$ cat src/rtl/fetcher.sv
// Per-warp instruction fetch stage with a one-entry last-fetch buffer.
// Registered outputs; a memory request is never abandoned once it has been issued.
package fetcher_pkg;
  typedef enum logic [2:0] {
    WARP_IDLE    = 3'd0,
    WARP_FETCH   = 3'd1,
    WARP_DECODE  = 3'd2,
    WARP_REQUEST = 3'd3,
    WARP_WAIT    = 3'd4,
    WARP_EXECUTE = 3'd5,
    WARP_UPDATE  = 3'd6,
    WARP_DONE    = 3'd7
  } warp_state_t;

  typedef enum logic [1:0] {
    FETCH_IDLE = 2'd0,
    FETCH_BUSY = 2'd1,
    FETCH_DONE = 2'd2
  } fetch_state_t;
endpackage

module fetcher
  import fetcher_pkg::*;
#(
  parameter int PROGRAM_MEM_ADDR_BITS = 8,
  parameter int INSTR_WIDTH           = 32
) (
  input  logic                             clk,
  input  logic                             reset,
  input  warp_state_t                      warp_state,
  input  logic [PROGRAM_MEM_ADDR_BITS-1:0] pc,
  input  logic                             flush,
  output logic                             mem_read_valid,
  output logic [PROGRAM_MEM_ADDR_BITS-1:0] mem_read_address,
  input  logic                             mem_read_ready,
  input  logic [INSTR_WIDTH-1:0]           mem_read_data,
  output logic [1:0]                       fetcher_state,
  output logic [INSTR_WIDTH-1:0]           instruction
);

  fetch_state_t                     state;
  fetch_state_t                     state_nxt;
  logic                             buf_valid;
  logic [PROGRAM_MEM_ADDR_BITS-1:0] buf_pc;
  logic                             is_fetch;
  logic                             hit;
  logic                             fill;

  assign is_fetch = (warp_state == WARP_FETCH);
  assign hit      = buf_valid && (pc == buf_pc);
  assign fill     = (state == FETCH_BUSY) && mem_read_ready;

  // state register
  always_ff @(posedge clk) begin
    if (reset) state <= FETCH_IDLE;
    else       state <= state_nxt;
  end

  // next-state logic
  always_comb begin
    state_nxt = state;
    case (state)
      FETCH_IDLE: begin
        if (is_fetch)
          state_nxt = hit ? FETCH_DONE : FETCH_BUSY;
      end
      FETCH_BUSY: begin
        if (mem_read_ready)
          state_nxt = is_fetch ? FETCH_DONE : FETCH_IDLE;
      end
      FETCH_DONE: begin
        if (!is_fetch)
          state_nxt = FETCH_IDLE;
      end
      default: state_nxt = FETCH_IDLE;
    endcase
  end

  // state output to the scheduler
  always_comb begin
    fetcher_state = state;
  end

  // memory request and instruction registers
  always_ff @(posedge clk) begin
    if (reset) begin
      mem_read_valid   <= 1'b0;
      mem_read_address <= '0;
      instruction      <= '0;
    end else begin
      if ((state == FETCH_IDLE) && is_fetch && !hit) begin
        mem_read_valid   <= 1'b1;
        mem_read_address <= pc;
      end
      if (fill) begin
        mem_read_valid <= 1'b0;
        instruction    <= mem_read_data;
      end
    end
  end

  // last-fetch buffer; a fill overrides a simultaneous flush
  always_ff @(posedge clk) begin
    if (reset) begin
      buf_valid <= 1'b0;
      buf_pc    <= '0;
    end else if (fill) begin
      buf_valid <= 1'b1;
      buf_pc    <= mem_read_address;
    end else if (flush) begin
      buf_valid <= 1'b0;
    end
  end

endmodule

$ cat config.mk
export PLATFORM = sky130hd
export DESIGN_NAME = fetcher
export DESIGN_NICKNAME = d
export VERILOG_FILES = /design/src/rtl/fetcher.sv
export SDC_FILE = /design/constraint.sdc
export NUM_CORES = 1
export LEC_CHECK = 0
export CAP_MARGIN = 0
export CORE_ASPECT_RATIO = 0.5
export CORE_UTILIZATION = 50
export DETAILED_ROUTE_END_ITERATION = 7
export DONT_BUFFER_PORTS = 1
export PLACE_DENSITY = 0.78
export SYNTH_ARGS = -nofsm -noshare
export SYNTH_HDL_FRONTEND = slang
export SYNTH_SLANG_ARGS = --single-unit
$ cat constraint.sdc
create_clock -name clk -period 1.6 [get_ports clk]
set_input_delay 0.32 -clock clk [delete_from_list [all_inputs] [get_ports clk]]
set_output_delay 0.32 -clock clk [all_outputs]
set_load 0.05 [all_outputs]
==> summary.md <==
| Metric | Value |
|---|---|
| Run status | finished clean |
| VDD IR-drop max | 518 µV |
| Die Area | 0.00460 mm² |
| Initial core utilization | 53.6% |
| Clock power share | roughly a third |
| Comb pwr share | 8.2% |
| # diodes | 0 |
| Arrival time worst endpoint | 1.69 ns |
| Slew @ Worst Pin | 0.524 ns |
| PortBufs | 0 |
| Setup bufs post-CTS | 0 |
| Final ANT Viol Nets | 0 |
| Placed cell count | 324 |
| DRC violations left | 0 |
| Ports | 90 |
| Hold_ws | 0.0691 ns |
| Hold path depth | 1 |
| Setup Crit Path Kind | register to register |
| Largest net degree at the start of global routing | 63 |
| CP Depth | 5 |
| Worst clock skew | 0.00230 ns |
| Max-slew headroom | 65.0% |
| Dpl cell area | roughly 0.0023 mm² |
| # hold bufs at CTS | 0 |
| DR pass1 iterations | 4 |
| Min Clock Period, post-route | about 1.5 ns |
| Clock Path Buffers | 2 |
| Top delay family on crit path | simple AND/OR/NAND/NOR gates |
| Worst-path fanout max | 5 |
| Post-Syn Area | 0.00216 mm² |
| RSZ-0062 raised after global routing | true |
| Final setup margin | 0.102 ns |
| Die span in y | between 40 and 50 µm |
| Final setup violating endpoints | 0 |
| Cell Count, Final, Fillers Out | ~330 |
| Crit end category | register |
| Hold Path Class | input pin to register |
| Period utilisation layout | 93.7% |
| Worst r2r src | fetcher_state[0] |
| Layout cell share with drive strength beyond 1 | 14.4% |
| Initial antenna violation count | 0 |
| Final hold violations | 0 |
| Worst hold path startpoint | reset |
| Max_cap viols | 0 |
| Internal power | 1.75 mW |
| Netlist cell types | 28 |
| Static Leakage | about 0.82 nW |
| Clock root buffer | clkbuf_8 |
| Layout overhead on the synthesized area | 12.6% |
| Number of synthesis warnings | 0 |
| Seq/Total Area, Yosys | approximately half |
| Syn Inst Count | about 270 |
| Pwr dens | 980 mW/mm² |
| GRT Util Overall | 22.6% |
| Post-synthesis register bit count | 52 |
| Core area | 0.00402 mm² |
| Bufs and invs on worst path | 1 |
| Total grt overflow | 0 |
| Clock slew at reported path FFs | 0.09 ns |
| Die width | 94.9 µm |
| Placement Setup Slack | -0.00328 ns |
| Wire length per cell | 14.7 µm |
| Sequential share of power | 58.5% |
| Finished Cell Area | about 0.0024 mm² |
| Clk sinks | 52 |
| Fin nets | 324 |
| Final core occ | 60.4% |
| WL final | a little under 5000 µm |
| Worst setup path startpoint | fetcher_state[0] |
| F_max | around 670 MHz |
| Fin Setup TNS | 0 ns |
| CP max stage delay | 0.42 ns |
| TritonCTS Buffers | 5 |
| Total power | around 2.4 mW |
| Final Max Slew Viols | 0 |
| CTS tree | built |
| Net Sw Frac | 26.6% |
| Initial DRC Count | 78 |
| Worst endpoint required time | ~1.8 ns |
| Sw Pwr | ~630 µW |
| H-tree Lvls | 2 |
| Synthesized Nets | ~320 |
| Crit path launch type | register |
| Number of global-route vias before repair | between 1500 and 2000 |
| Clock Latency Late Sink | approximately 0.31 ns |
| Routability Congestion | ~0.82 |
| Vias | 1883 |
| Cell Rows | 16 |
| Worst reg2reg path depth | 5 |
| Vias per std cell | 5.67 |
| Crit path cell chain | or2_2, or2_0, buf_4, a22oi_1, nand3_1 |
| Worst path slowest cell | dfxtp_4 |
| Synth Area per Inst | 7.96 µm² |
| HPWL after DPL | 3400 µm |
| First-pass GRT wire length | between 7000 and 8000 µm |
-- final timing paths --
check,to,slack (ns)
setup reg to reg,mem_read_address[0],0.10
setup / recovery,mem_read_address[0],0.10
hold / removal,buf_pc[4],0.07
hold reg to reg,buf_pc[6],0.47
-- metal layers --
| layer | vias to the layer above | track usage (%) | share of wire [%] |
|---|---|---|---|
| li1 | 935 | - | - |
| met1 | 888 | 25.9 | 44 |
| met2 | 55 | 38.4 | 49 |
| met3 | 5 | 8.33 | 6.6 |
| met4 | 0 | 9.09 | 1.0 |
| met5 | - | 0 | 0 |
-- cells in the final DEF (no fill, tap or decap), drive strengths merged --
| cell | instances |
|---|---|
| clkbuf | 6 |
| buf | 21 |
| nor2 | 1 |
| nor4b | 8 |
| xnor2 | 8 |
| nand2b | 1 |
| and3 | 1 |
| clkinv | 1 |
| and2 | 1 |
| nand3b | 1 |
| a21oi | 41 |
| nand2 | 82 |
| o31a | 1 |
| dfxtp | 52 |
| o21ai | 8 |
| o31ai | 2 |
| inv | 1 |
| nor2b | 8 |
| nand3 | 9 |
| nand4 | 9 |
| or3b | 1 |
| and3b | 1 |
| or2 | 2 |
| and4 | 1 |
| nor3 | 1 |
| a211oi | 1 |
| a22oi | 8 |
| or4b | 1 |
-- state kept, by name, indices dropped and copies added (netlist names) --
register	count
buf_pc	8
buf_valid	1
fetcher_state	2
instruction	32
mem_read_address	8
mem_read_valid	1
-- worst register-to-register path: stages, from the launching register on --
cell and delay, ns:
dfxtp_4 0.42, or2_2 0.30, or2_0 0.23, buf_4 0.17, a22oi_1 0.16, nand3_1 0.11
-- power by group through the flow --
stage               Combinational (mW)  Clock [mW]  Sequential, mW
detailed placement               0.191           0            1.42
global route                     0.213       0.876            1.40
global placement                 0.185           0            1.42
finish                           0.196       0.793            1.39
CTS                              0.191       0.808            1.39
floorplan                        0.113           0            1.47
-- cell families (layout without fill, tap and decap cells) --
group                  after synthesis  count (layout)  synth area share, %
flip-flops                          52              52                 48.2
XOR/XNOR                             8               8                 3.25
buffers and inverters               22              29                 4.52
AND/OR/NAND/NOR                    128             128                 28.4
AO/OA/AOI/OAI                       61              61                 15.6
-- synthesized netlist by cell type --
cell / n / area, µm²
and4_1: 1 / 8.76
dfxtp_1: 52 / 1040
nand2_1: 82 / 308
and2_1: 1 / 6.26
o31ai_1: 2 / 15.0
o21ai_0: 8 / 40.0
nor2b_1: 8 / 50.1
nor4b_1: 8 / 70.1
or2_0: 1 / 6.26
nor2_1: 1 / 3.75
a211oi_1: 1 / 7.51
buf_6: 2 / 22.5
o31a_1: 1 / 8.76
or3b_1: 1 / 8.76
or2_2: 1 / 6.26
or4b_2: 1 / 10.0
and3_1: 1 / 6.26
and3b_1: 1 / 8.76
nand2b_1: 1 / 6.26
nand3b_1: 1 / 7.51
clkbuf_1: 13 / 48.8
nand4_1: 9 / 56.3
nor3_1: 1 / 5.00
xnor2_1: 8 / 70.1
a22oi_1: 8 / 60.1
nand3_1: 9 / 45.0
buf_1: 7 / 26.3
a21oi_1: 41 / 205
-- area by class of cell --
cell class | instances | area (µm²)
multi-input combinational | 197 | 1060
clock inverter | 2 | 13.8
clock buffer | 6 | 82.6
tap | 54 | 67.6
fill | 356 | 1590
timing repair buffer | 21 | 158
sequential | 52 | 1050
-- what timing repair did --
action                                 4_1_cts  5_1_grt
endpoints found under the hold margin        0        0
setup endpoints to repair                    0       10
resized for setup                            0        9
No activity file was read; power rests on OpenSTA's default activity.
